### src/rtl/ingress_frame_arbiter_pkg.sv
// Shared types and register map for the ingress frame arbiter.
//   arb_state_e     : arbiter FSM states
//   ARB_REG_*       : Avalon-MM register addresses
package pf_arb_pkg;

  typedef enum logic {IDLE, XFER} arb_state_e;

  localparam logic [7:0] ARB_REG_ENABLE   = 8'd0;
  localparam logic [7:0] ARB_REG_GRANT    = 8'd1;
  localparam logic [7:0] ARB_REG_CNT_BASE = 8'd2;
  localparam logic [7:0] ARB_REG_CLEAR    = 8'd15;

endpackage

### src/rtl/ingress_frame_arbiter_rr_picker.sv
// Combinational round-robin picker.
//   req     : request vector, one bit per port
//   pointer : last granted port; search starts at pointer+1 and wraps
//   valid   : at least one request is set
//   index   : selected port
module rr_picker #(
  parameter int NUM_PORTS = 4,
  localparam int IDX_W    = $clog2(NUM_PORTS)
) (
  input  logic [NUM_PORTS-1:0] req,
  input  logic [IDX_W-1:0]     pointer,
  output logic                 valid,
  output logic [IDX_W-1:0]     index
);

  logic [IDX_W-1:0] cand;

  // Walk from the farthest candidate to the nearest so the nearest
  // requester after the pointer is the one left standing.
  always_comb begin
    valid = 1'b0;
    index = '0;
    cand  = '0;
    for (int k = NUM_PORTS; k >= 1; k--) begin
      cand = IDX_W'((int'(pointer) + k) % NUM_PORTS);
      if (req[cand]) begin
        valid = 1'b1;
        index = cand;
      end
    end
  end

endmodule

### src/rtl/ingress_frame_arbiter.sv
// Frame-level round-robin arbiter: NUM_PORTS AXI-Stream sources share one
// output stream. A source holds the grant from arbitration until its tlast
// beat is accepted, so frames are never interleaved.
//   clk, reset                 : clock, synchronous active-high reset
//   chipselect/write/read/
//   address/writedata/readdata : Avalon-MM register slave (enable mask,
//                                grant/busy status, frame counters, clear)
//   s_tdata/s_tvalid/s_tlast/
//   s_tready                   : per-source stream inputs
//   m_tdata/m_tvalid/m_tlast/
//   m_tready                   : shared stream output
module ingress_frame_arbiter
  import pf_arb_pkg::*;
#(
  parameter int NUM_PORTS  = 4,
  parameter int DATA_WIDTH = 16
) (
  input  logic                            clk,
  input  logic                            reset,
  input  logic                            chipselect,
  input  logic                            write,
  input  logic                            read,
  input  logic [7:0]                      address,
  input  logic [7:0]                      writedata,
  output logic [7:0]                      readdata,
  input  logic [NUM_PORTS*DATA_WIDTH-1:0] s_tdata,
  input  logic [NUM_PORTS-1:0]            s_tvalid,
  input  logic [NUM_PORTS-1:0]            s_tlast,
  output logic [NUM_PORTS-1:0]            s_tready,
  output logic [DATA_WIDTH-1:0]           m_tdata,
  output logic                            m_tvalid,
  output logic                            m_tlast,
  input  logic                            m_tready
);

  localparam int IDX_W = $clog2(NUM_PORTS);

  arb_state_e                          state, state_next;
  logic [IDX_W-1:0]                    grant, pointer, pick_idx;
  logic                                pick_valid, frame_done;
  logic [NUM_PORTS-1:0]                enable;
  logic [NUM_PORTS-1:0][7:0]           frame_cnt;
  logic [NUM_PORTS-1:0][DATA_WIDTH-1:0] lanes;
  logic [7:0]                          rd_next, cnt_off;
  logic                                reg_wr, reg_rd, cnt_hit, cnt_clear;

  assign lanes     = s_tdata;
  assign reg_wr    = chipselect && write;
  assign reg_rd    = chipselect && read;
  assign cnt_clear = reg_wr && (address == ARB_REG_CLEAR);

  // The enable mask only gates new arbitration; an in-flight frame ignores it.
  rr_picker #(.NUM_PORTS(NUM_PORTS)) u_picker (
    .req     (s_tvalid & enable),
    .pointer (pointer),
    .valid   (pick_valid),
    .index   (pick_idx)
  );

  always_ff @(posedge clk) begin
    if (reset) begin
      state   <= IDLE;
      grant   <= '0;
      pointer <= IDX_W'(NUM_PORTS - 1);
    end else begin
      state <= state_next;
      if (state == IDLE && pick_valid) grant <= pick_idx;
      if (frame_done) pointer <= grant;
    end
  end

  always_comb begin
    state_next = state;
    m_tdata    = '0;
    m_tvalid   = 1'b0;
    m_tlast    = 1'b0;
    s_tready   = '0;
    frame_done = 1'b0;
    case (state)
      IDLE: if (pick_valid) state_next = XFER;
      XFER: begin
        m_tdata         = lanes[grant];
        m_tvalid        = s_tvalid[grant];
        m_tlast         = s_tlast[grant];
        s_tready[grant] = m_tready;
        if (m_tvalid && m_tready && m_tlast) begin
          frame_done = 1'b1;
          state_next = IDLE;
        end
      end
      default: state_next = IDLE;
    endcase
  end

  // Clear has priority over a coincident frame completion.
  always_ff @(posedge clk) begin
    if (reset) begin
      enable    <= '1;
      frame_cnt <= '0;
    end else begin
      if (reg_wr && address == ARB_REG_ENABLE) enable <= writedata[NUM_PORTS-1:0];
      if (cnt_clear)       frame_cnt        <= '0;
      else if (frame_done) frame_cnt[grant] <= frame_cnt[grant] + 8'd1;
    end
  end

  assign cnt_off = address - ARB_REG_CNT_BASE;
  assign cnt_hit = (address >= ARB_REG_CNT_BASE) &&
                   (address < 8'(int'(ARB_REG_CNT_BASE) + NUM_PORTS));

  always_comb begin
    rd_next = '0;
    if (reg_rd) begin
      if (address == ARB_REG_ENABLE) begin
        rd_next[NUM_PORTS-1:0] = enable;
      end else if (address == ARB_REG_GRANT) begin
        rd_next[7]         = (state == XFER);
        rd_next[IDX_W-1:0] = grant;
      end else if (cnt_hit) begin
        rd_next = frame_cnt[cnt_off[IDX_W-1:0]];
      end
    end
  end

  always_ff @(posedge clk) begin
    if (reset) readdata <= '0;
    else       readdata <= rd_next;
  end

endmodule

### config.mk
export PLATFORM = sky130hd
export DESIGN_NAME = ingress_frame_arbiter
export DESIGN_NICKNAME = d
export VERILOG_FILES = /design/src/rtl/ingress_frame_arbiter_pkg.sv /design/src/rtl/ingress_frame_arbiter_rr_picker.sv /design/src/rtl/ingress_frame_arbiter.sv
export SDC_FILE = /design/constraint.sdc
export NUM_CORES = 1
export LEC_CHECK = 0
export CORE_ASPECT_RATIO = 0.9
export CORE_MARGIN = 1.5
export CORE_UTILIZATION = 31
export DETAILED_ROUTE_END_ITERATION = 6
export GPL_TIMING_DRIVEN = 0
export PLACE_DENSITY = 0.61
export SETUP_SLACK_MARGIN = 0.2
export SLEW_MARGIN = 20
export SYNTH_ARGS = -nofsm -noshare
export SYNTH_HDL_FRONTEND = slang
export SYNTH_SLANG_ARGS = --single-unit
### constraint.sdc
create_clock -name clk -period 2.7 [get_ports clk]
set_clock_uncertainty 0.1 [all_clocks]
set_input_delay 0.54 -clock clk [delete_from_list [all_inputs] [get_ports clk]]
set_output_delay 0.54 -clock clk [all_outputs]
set_load 0.05 [all_outputs]
=== After elaboration in Yosys (flattened, before gate mapping) ===
Index checks and enable logic that the tools add are counted.

* Add/subtract/negate cells: 6
* Order comparisons: 9
* Eq/ne operators: 2
* Multiplexer cells: 45
* Bitwise gates (word level): 5
* Reduce and logical (&&, ||, !) cells: 14

{| class="wikitable"
|+ Operators with widths
! kind !! count
|-
| $bmux 16 s2 || 1
|-
| $bmux 8 s2 || 2
|-
| $bwmux 32 || 1
|-
| $mux 16 || 2
|-
| $mux 8 || 4
|-
| $lt 2x3->1 const B || 6
|-
| $mux 1 || 18
|-
| $demux 8 s2 || 1
|-
| $bmux 1 s2 || 6
|-
| $mux 2 || 6
|-
| $logic_and 1x1->1 || 9
|-
| $add 8x1->8 const B || 1
|-
| $and 4x4->4 || 2
|-
| $eq 8x1->1 const B || 1
|-
| $eq 8x4->1 const B || 1
|-
| $ge 8x2->1 const B || 1
|-
| $logic_not 8->1 || 1
|-
| $lt 8x3->1 const B || 1
|-
| $mux 4 || 2
|-
| $reduce_or 5->1 || 1
|-
| $add 2x1->2 const B || 2
|-
| $add 2x2->2 const B || 2
|-
| $reduce_or 2->1 || 2
|-
| $not 1->1 || 3
|-
| 5 further kinds || 5
|}

* Bits in registers: 49
* Input bits: 94
* Output and inout port bits: 30
* Word-level logic and storage cells: 92

=== Logic depth before layout (Yosys ltp) ===
Gate-level depths: netlist of run 1.

* Word-level depth: 9
* Mapped depth: 8
* Mapped depth without buffers: 5

=== Cells and area by module ===
A second synthesis of run 1 with hierarchy kept.

* Cells, all modules: 292
* Area total of the unflattened synthesis: 3089.2 µm²

{| class="wikitable"
|+ Modules (own cells, without submodules)
! module !! times used !! cells an instance !! area an instance (µm²) !! sequential area each (µm²)
|-
| ingress_frame_arbiter || 1 || 278 || 2997.9 || 980.9
|-
| rr_picker || 1 || 14 || 91.3 || 0.0
|}

=== Least setup slack after synthesis of run 1 ===
No wires, ideal clock.

* Kind: reg-to-output
* Start: register grant[0]
* End: output port m_tdata[10]
* Arrival: 1891 ps
* Data required time: 2060 ps
* Slack: 169 ps
* Stages on the path, launching flop included: 7
* Buffers on the path: 4
* Cell sequence: dfxtp_1 > buf_6 > buf_8 > buf_2 > buf_4 > mux4_2 > and2_1

* Word-level cells in the longest chain between the ends: 3

{| class="wikitable"
|+ Ends and longest elaborated chain
! item !! RTL line !! RTL
|-
| from (decl) || ingress_frame_arbiter.sv:39 || <nowiki>logic [IDX_W-1:0] grant, pointer, pick_idx;</nowiki>
|-
| from (signal assigned) || ingress_frame_arbiter.sv:67 || <nowiki>if (state == IDLE && pick_valid) grant <= pick_idx;</nowiki>
|-
| $bmux 16 s2 || ingress_frame_arbiter.sv:82 || <nowiki>m_tdata = lanes[grant];</nowiki>
|-
| $mux 16 (implied by the code) || ingress_frame_arbiter.sv:82 ||
|-
| $mux 16 || ingress_frame_arbiter.sv:79 || <nowiki>case (state)</nowiki>
|-
| to (decl) || ingress_frame_arbiter.sv:30 || <nowiki>output logic [DATA_WIDTH-1:0] m_tdata,</nowiki>
|}

Every way passes these cells. The select of a mux whose other input is x is not followed.

=== Worst setup path in the final report of run 1 ===
* Start: register grant[0]
* End: output port m_tdata[7]

Same word-level chain as after synthesis.

==> impl_results.md, run 1 <==
- GP Congestion: 0.828
- Count of different cell masters after synthesis: 49
- Mapped Avg Cell Area: 10.0 µm²
- Final HPWL DP: 8140 µm
- NumNets Final: 557
- Largest net degree at the start of global routing: 17
- Critical Path Slowest Stage Cell: mux4_2
- Fill count: 977
- Leakage power: 1.87 nW
- Vias in the first global route: 3272
- Worst slew pin tran: 599 ps
- Peak supply drop: 0.000271 V
- DRC Markers: 0
- Die span in x: 111 µm
- Worst reg2reg path depth: 10
- Ports: 124
- FF+latch count, synth: 49
- Max_cap viols: 0
- Final WL: 10700 µm
- Dpl cells: 570
- Ys flop type: dfxtp_1
- YS warnings: 0
- Post-synthesis compound-gate area fraction: 15.6%
- Layout area overhead: 53.5%
- RSZ-0062 raised after global routing: yes
- Simple-gate share of the synthesized area: 21.7%
- Fmax: 395 MHz
- Later-pin clock latency in the skew report: 290 ps
- CP startpoint kind: register
- Crit Path Max Fanout: 8
- Post-synthesis cell count: 324
- Row cnt: 35
- Pwr Total: 2.02 mW
- Critical path's largest stage delay: 500 ps
- Root Buffer Master: clkbuf_16
- CTS Buffer Depth: 2
- Layout cells sized above 1: 25.5%
- Post-route ant nets: 0
- Mux cell area share after synthesis: 24.7%
- Vias per Instance: 5.40
- Pwr/cell area: 405 mW/mm²
- R2r setup slk: 330 ps
- Most frequent CP cell: buf_12
- Setup CP Type: reg2out
- Hold Vio Cnt, Final: 0
- Commonest non-fill, non-tap cells in the layout: 91 x clkdlybuf4s50_1, 48 x dfxtp_1, 32 x mux4_2
- Pre-antenna DRT Iters: 4
- Clock transition at path regs: 70 ps
- Clock Sink Count: 49
- Wire length per cell: 18.0 µm
- Adder-cell share of the synthesized area: 0.386%
- GRT overflow: 0
- Initial antenna violation count: 0
- Iter 0 DRT Violations: 124
- Max_slew headroom: 60.0%
- Hold buffer count at CTS: 0
- Main combinational cell family by area after synthesis: multiplexers
- CP endpoint kind: output port
- Diode count: 0
- Hold depth: 2
- Post-route insts no fill: 592
- Detailed-route via count: 3198
- Final worst-path cycle share: 93.8%
- CTS tree: done
- XOR/XNOR Fraction of Synth Area: 1.08%
- Hold WC Path Type: reg2reg
- Critical Path Start: grant[0]$_SDFFE_PP0P_
- # port buffers: 117
- Worst Path Required: 2060 ps
- Post-Syn Nets: 419
- Worst R2R Start: grant[0]$_SDFFE_PP0P_
- Seq/Total Area, Yosys: 30.3%
- Finished Cell Area: 0.00497 mm²
- Status: finished clean
- Die area: 0.0111 mm²
- Final setup fails: 0
- Fin util: 48.7%
- Global-route wire length before repair: 17400 µm
- Total clock buffers created by CTS: 5
- Critical path, cell by cell: buf_6 > buf_12 > buf_12 > buf_12 > mux4_2 > and2_4 > buf_8
- Commonest non-fill, non-tap cell in the layout: clkdlybuf4s50_1
- Reg-to-reg endpoint: frame_cnt[15]$_SDFFE_PP0P_
- Final Slew Violations: 0
- Min Tclk post-route: 2530 ps
- Async S/R FF share, synth: 0%
- Initial core utilization: 31.7%
- Post-DP Area: 0.00458 mm²
- Synthesized area: 0.00324 mm²
- Hold EP: frame_cnt[9]$_SDFFE_PP0P_
- GRT Overall Usage: 19.8%
- Min-Delay Startpoint: frame_cnt[9]$_SDFFE_PP0P_
- Core area: 0.0102 mm²
- Die Ht: 100 µm
- H-tree depth: 2
- Crit path DAT: 1890 ps
- Number of flops mapped to enable cells by yosys: 0
-- where the power goes --
group	internal (mW)	switching, mW	leakage (nW)
combinational	0.345	0.296	1.41
sequential	0.736	0.0112	0.396
clock	0.345	0.283	0.0702
-- flip-flops by register name (all words and copies together) (netlist names) --
name and count:
frame_cnt 32, readdata 8, enable 4, grant 2, pointer 2, state 1
-- what timing repair did --
item,in CTS,in global routing
setup buffers,9,4
endpoints found under the setup margin,25,41
pin swaps,0,0
gates resized for setup,144,46
gates cloned,1,0
-- cell usage after synthesis, types with 2 or more instances --
library cell   n  area share, %
nor2b_1        3           0.58
buf_6          6            2.1
and4_1        14            3.8
nand3_1        9            1.4
o21ai_0       24            3.7
and2_1        18            3.5
or3_1          2           0.39
dfxtp_1       49             30
a31oi_1        3           0.58
clkbuf_1      14            1.6
a211oi_1      24            5.6
buf_1          2           0.23
a22oi_1        4           0.93
and4b_1        2           0.62
mux2i_1        8            2.5
o211ai_1       2           0.46
xnor2_1        2           0.54
nor2_1        12            1.4
xor2_1         2           0.54
a21oi_1       17            2.6
nor3_2         2           0.62
nor3b_1        3           0.70
mux4_2        32             22
inv_1          3           0.35
buf_2          7            1.1
nand2_1       20            2.3
nand2b_1       2           0.39
nor3_1        13            2.0
and3_1         5           0.97
-- per-stage QoR --
step / worst slack [ps] / hold WS [ps] / setup TNS (ps)
6_report: 169 / 377 / 0
5_1_grt: 110 / 409 / 0
4_1_cts: 121 / 382 / 0
3_5_place_dp: -641 / 372 / -9980
3_3_place_gp: -636 / 360 / -9120
2_1_floorplan: 202 / 345 / 0
-- critical path, delay by kind of cell, from the launching register on --
family                 cells  cell delay, ps
buffers and inverters      5             600
multiplexers               1             500
flip-flops                 1             320
AND/OR/NAND/NOR            1             180
-- final cells by class --
class	count	area, µm²	share of cell area [%]
inverters	4	15.0	0.302
flip-flops and latches	49	982	19.8
plain buffers	31	268	5.39
well taps	129	161	3.25
clock inverters	3	21.3	0.428
repair buffers	131	1310	26.3
clock buffers	5	125	2.52
multi-input cells	240	2090	42.1
-- per-layer routing --
metal	global-route usage [%]	wire length, µm
met5	0	0
met4	4.04	155
met3	3.32	457
met2	34.0	5170
met1	26.5	4900
-- cells by family after synthesis --
group,after synthesis
simple gates,115
compound gates,80
flops,49
mux,40
buf+inv,35
xor+xnor,4
fa+ha+maj,1
-- worst max-delay path by stage --
| stage | endpoint | slack [ps] | cells past startpoint |
|---|---|---|---|
| floorplan | m_tdata[10] | 200 | 6 |
| global placement | m_tdata[8] | -640 | 7 |
| detailed placement | m_tdata[13] | -640 | 7 |
| CTS | m_tdata[7] | 120 | 7 |
| global route | m_tdata[7] | 110 | 7 |
| finish | m_tdata[7] | 170 | 7 |
No activity file was read; power rests on OpenSTA's default activity.
==> run 2: changes to the inputs <==
- CORE_MARGIN: 1.5 -> unset
- SKIP_CTS_REPAIR_TIMING: unset -> 1
==> impl_results.md, run 2 (synthesis results as in run 1) <==
- Fill count: 977
- RSZ-0062 raised after global routing: yes
- Worst Path Required: 2060 ps
- Detailed-route via count: 3222
- Hold Vio Cnt, Final: 0
- Post-route ant nets: 0
- Diode count: 0
- Row cnt: 35
- Max_cap viols: 0
- Leakage power: 1.99 nW
- R2r setup slk: 320 ps
- Crit Path Max Fanout: 8
- Worst reg2reg path depth: 9
- Critical path, cell by cell: buf_6 > buf_12 > buf_12 > buf_12 > mux4_2 > and2_4 > buf_6
- Area of the multi-input gates: 0.00211 mm²
- GRT Overall Usage: 20.2%
- Final setup fails: 0
- Status: finished clean
- Worst R2R Start: grant[0]$_SDFFE_PP0P_
- Die Ht: 99.0 µm
- Worst slew pin tran: 612 ps
- Clock transition at path regs: 60 ps
- Iter 0 DRT Violations: 175
- Final WL: 10800 µm
- DRC Markers: 0
- WHS: 376 ps
- Reg with most FFs: frame_cnt
- Layout area overhead: 56.7%
- Layout cells sized above 1: 26.1%
- Final Slew Violations: 0
- Commonest non-fill, non-tap cell in the layout: clkdlybuf4s50_1
- Total clock buffers created by CTS: 5
- Vias per Instance: 5.44
- GRT overflow: 0
- Peak supply drop: 0.000305 V
- Wire length per cell: 18.3 µm
- Most frequent CP cell: buf_12
- Core area: 0.0102 mm²
- Hold WC Path Type: reg2reg
- Hold depth: 2
- CTS Buffer Depth: 2
- WP buf/inv: 5
- Initial antenna violation count: 0
- # port buffers: 117
- Reg-to-reg endpoint: frame_cnt[4]$_SDFFE_PP0P_
- Die area: 0.0109 mm²
- Max_slew headroom: 59.2%
- Vias in the first global route: 3163
- Clock Sink Count: 49
- Post-DP Area: 0.00458 mm²
- Largest register FFs: 32
- Min Tclk post-route: 2580 ps
- Fmax: 388 MHz
- Global-route wire length before repair: 16900 µm
- Setup CP Type: reg2out
- Finished Cell Area: 0.00507 mm²
- Final HPWL DP: 8240 µm
- Final worst-path cycle share: 95.5%
- Pwr/cell area: 409 mW/mm²
- CP startpoint kind: register
- Min-Delay Startpoint: frame_cnt[1]$_SDFFE_PP0P_
- Root Buffer Master: clkbuf_16
- Ports: 124
- Pre-antenna DRT Iters: 4
- Initial core utilization: 31.7%
- CP endpoint kind: output port
- Crit path DAT: 1940 ps
- Hold EP: frame_cnt[1]$_SDFFE_PP0P_
- CTS tree: done
- Crit path max-delay family: buffers and inverters
- Reg area: 982 µm²
- H-tree depth: 2
- Largest net degree at the start of global routing: 16
- Die span in x: 110 µm
- Largest regs: frame_cnt x32, readdata x8, enable x4
- GP Congestion: 0.848
- Critical path's largest stage delay: 510 ps
- NumNets Final: 557
- Commonest non-fill, non-tap cells in the layout: 92 x clkdlybuf4s50_1, 48 x dfxtp_1, 32 x mux4_2
- Fin util: 49.7%
- Later-pin clock latency in the skew report: 290 ps
- Critical Path Slowest Stage Cell: mux4_2
run 2: cell type report:
type / count / area share [%]
timing repair buffer: 131 / 27.5
clock inverter: 2 / 0.271
multi-input combinational: 240 / 41.6
buffer: 31 / 5.10
inverter: 4 / 0.296
clock buffer: 6 / 2.74
tap: 129 / 3.18
sequential: 49 / 19.4
run 2: worst max-delay path by stage:
| stage | from | cells after the start | end | slack [ps] |
|---|---|---|---|---|
| finish | grant[0]$_SDFFE_PP0P_ | 7 | m_tdata[10] | 120 |
| global route | grant[0]$_SDFFE_PP0P_ | 7 | m_tdata[10] | 70 |
| CTS | grant[0]$_SDFFE_PP0P_ | 7 | m_tdata[10] | -970 |
| detailed placement | grant[0]$_SDFFE_PP0P_ | 7 | m_tdata[10] | -660 |
| global placement | grant[1]$_SDFFE_PP0P_ | 7 | m_tdata[13] | -640 |
| floorplan | grant[0]$_SDFFE_PP0P_ | 6 | m_tdata[10] | 200 |
run 2: layer usage:
layer | wire length (µm) | track usage (%) | up-vias
met3 | 497 | 2.45 | 15
met4 | 185 | 5.13 | 0
li1 | - | - | 1539
met1 | 4910 | 28.1 | 1585
met2 | 5240 | 33.2 | 83
met5 | 0 | 0 | -
run 2: through the flow:
step	power, mW	worst slack [ps]	std cells	setup TNS [ps]
CTS	1.97	-970	578	-13880
detailed placement	1.33	-661	570	-9890
finish	2.08	122	592	0
global placement	1.33	-644	570	-9130
global route	2.15	68.6	592	0
floorplan	1.09	202	324	0
run 2: worst register-to-register path, cell delays in order, from the launching register on:
cell      delay (ps)
dfxtp_2          320
buf_6            120
buf_12           120
buf_4            110
mux4_2           560
ha_1             230
clkbuf_2         210
nand3_1          160
xor2_2           230
a21oi_1          110
run 2: where the power goes:
group	internal, mW	switching, mW
clock	0.369	0.277
sequential	0.736	0.0114
combinational	0.377	0.305
total	1.48	0.593
==> run 3: changes to the inputs <==
- PLACE_DENSITY: 0.61 -> 0.67
==> impl_results.md, run 3 (synthesis results as in run 1) <==
- Ports: 124
- Clock Sink Count: 49
- Total clock buffers created by CTS: 5
- Hold WC Path Type: reg2reg
- Dpl cells: 570
- CTS Buffer Depth: 2
- Vias in the first global route: 3216
- CP startpoint kind: register
- Iter 0 DRT Violations: 193
- Worst Path Required: 2060 ps
- Fin util: 48.8%
- Diode count: 0
- Post-route insts no fill: 592
- Crit Path Max Fanout: 8
- Root Buffer Master: clkbuf_16
- Final worst-path cycle share: 95.1%
- Layout cells sized above 1: 25.1%
- Worst slew pin tran: 600 ps
- Final HPWL DP: 8300 µm
- NumNets Final: 557
- Vias per Instance: 5.47
- Peak supply drop: 0.000314 V
- Die Ht: 99.0 µm
- CTS tree: done
- Final Slew Violations: 0
- Critical path, cell by cell: buf_6 > buf_12 > buf_12 > buf_12 > mux4_2 > and2_2 > buf_6
- Clock transition at path regs: 70 ps
- Reg with most FFs: frame_cnt
- Max_cap viols: 0
- Post-route ant nets: 0
- Crit path max-delay family: buffers and inverters
- Die span in x: 110 µm
- CP endpoint kind: output port
- Row cnt: 35
- Initial antenna violation count: 0
- GRT overflow: 0
- WP buf/inv: 5
- DRC Markers: 0
- Layout area overhead: 53.7%
- Leakage power: 1.90 nW
- Later-pin clock latency in the skew report: 290 ps
- Min Tclk post-route: 2570 ps
- Wire length per cell: 18.7 µm
- Initial core utilization: 31.7%
- Core area: 0.0102 mm²
- Die area: 0.0109 mm²
- Hold Vio Cnt, Final: 0
- Pwr/cell area: 429 mW/mm²
- Setup CP Type: reg2out
- Status: finished clean
- Largest register FFs: 32
- Max_slew headroom: 60.0%
- Crit path DAT: 1930 ps
- Largest net degree at the start of global routing: 15
- Pre-antenna DRT Iters: 4
- Pwr Total: 2.14 mW
- H-tree depth: 2
- Largest regs: frame_cnt x32, readdata x8, enable x4
- GRT Overall Usage: 20.8%
- Detailed-route via count: 3239
- Final WL: 11100 µm
- Fmax: 389 MHz
- Critical Path Slowest Stage Cell: mux4_2
- Most frequent CP cell: buf_12
- Setup TNS: 0 ps
- WHS: 380 ps
- GP Congestion: 0.846
- RSZ-0062 raised after global routing: yes
- Global-route wire length before repair: 17100 µm
- # port buffers: 117
- Commonest non-fill, non-tap cells in the layout: 91 x clkdlybuf4s50_1, 48 x dfxtp_1, 32 x mux4_2
- Final setup fails: 0
- Commonest non-fill, non-tap cell in the layout: clkdlybuf4s50_1
- Critical path's largest stage delay: 480 ps
==> run 3: final timing paths <==
check	start	to	slack, ps	cells after the start
hold reg to reg	frame_cnt[25]$_SDFFE_PP0P_	frame_cnt[25]$_SDFFE_PP0P_	380	2
setup reg to reg	grant[0]$_SDFFE_PP0P_	frame_cnt[19]$_SDFFE_PP0P_	300	9
setup / recovery	grant[0]$_SDFFE_PP0P_	m_tdata[9]	130	7
hold / removal	frame_cnt[25]$_SDFFE_PP0P_	frame_cnt[25]$_SDFFE_PP0P_	380	2
==> run 3: cell type report <==
cell class                      count  area [µm²]
Tap cell                          129         161
Inverter                            4        15.0
Sequential cell                    49         982
Multi-Input combinational cell    240        2090
Fill cell                         921        5220
Timing Repair Buffer              131        1310
Buffer                             31         249
Clock inverter                      1        30.0
Clock buffer                        7         143
==> run 3: power by group <==
group / internal [mW] / switching [mW] / total, mW / leakage (nW)
registers: 0.736 / 0.0115 / 0.747 / 0.396
logic: 0.351 / 0.301 / 0.651 / 1.42
clock network: 0.463 / 0.275 / 0.738 / 0.0841
==> run 3: worst min-delay path, stage by stage, from the launching register on <==
cell     delay, ps
dfxtp_1        320
nand2_1         60
a21oi_1         50
==> run 3: stage by stage <==
step	area [µm²]	setup slack, ps
2_1_floorplan	3250	202
3_3_place_gp	4580	-622
3_5_place_dp	4580	-646
4_1_cts	4750	-961
5_1_grt	4980	80.6
6_report	4980	132
==> run 3: metal layers <==
| metal | share of wire, % | track usage (%) | wire length [µm] | vias up |
|---|---|---|---|---|
| met5 | 0 | 0 | 0 | - |
| met4 | 1.9 | 7.08 | 206 | 0 |
| met3 | 5.7 | 3.70 | 630 | 24 |
| met2 | 48 | 33.5 | 5270 | 116 |
| met1 | 45 | 28.0 | 4960 | 1559 |
| li1 | - | - | - | 1540 |
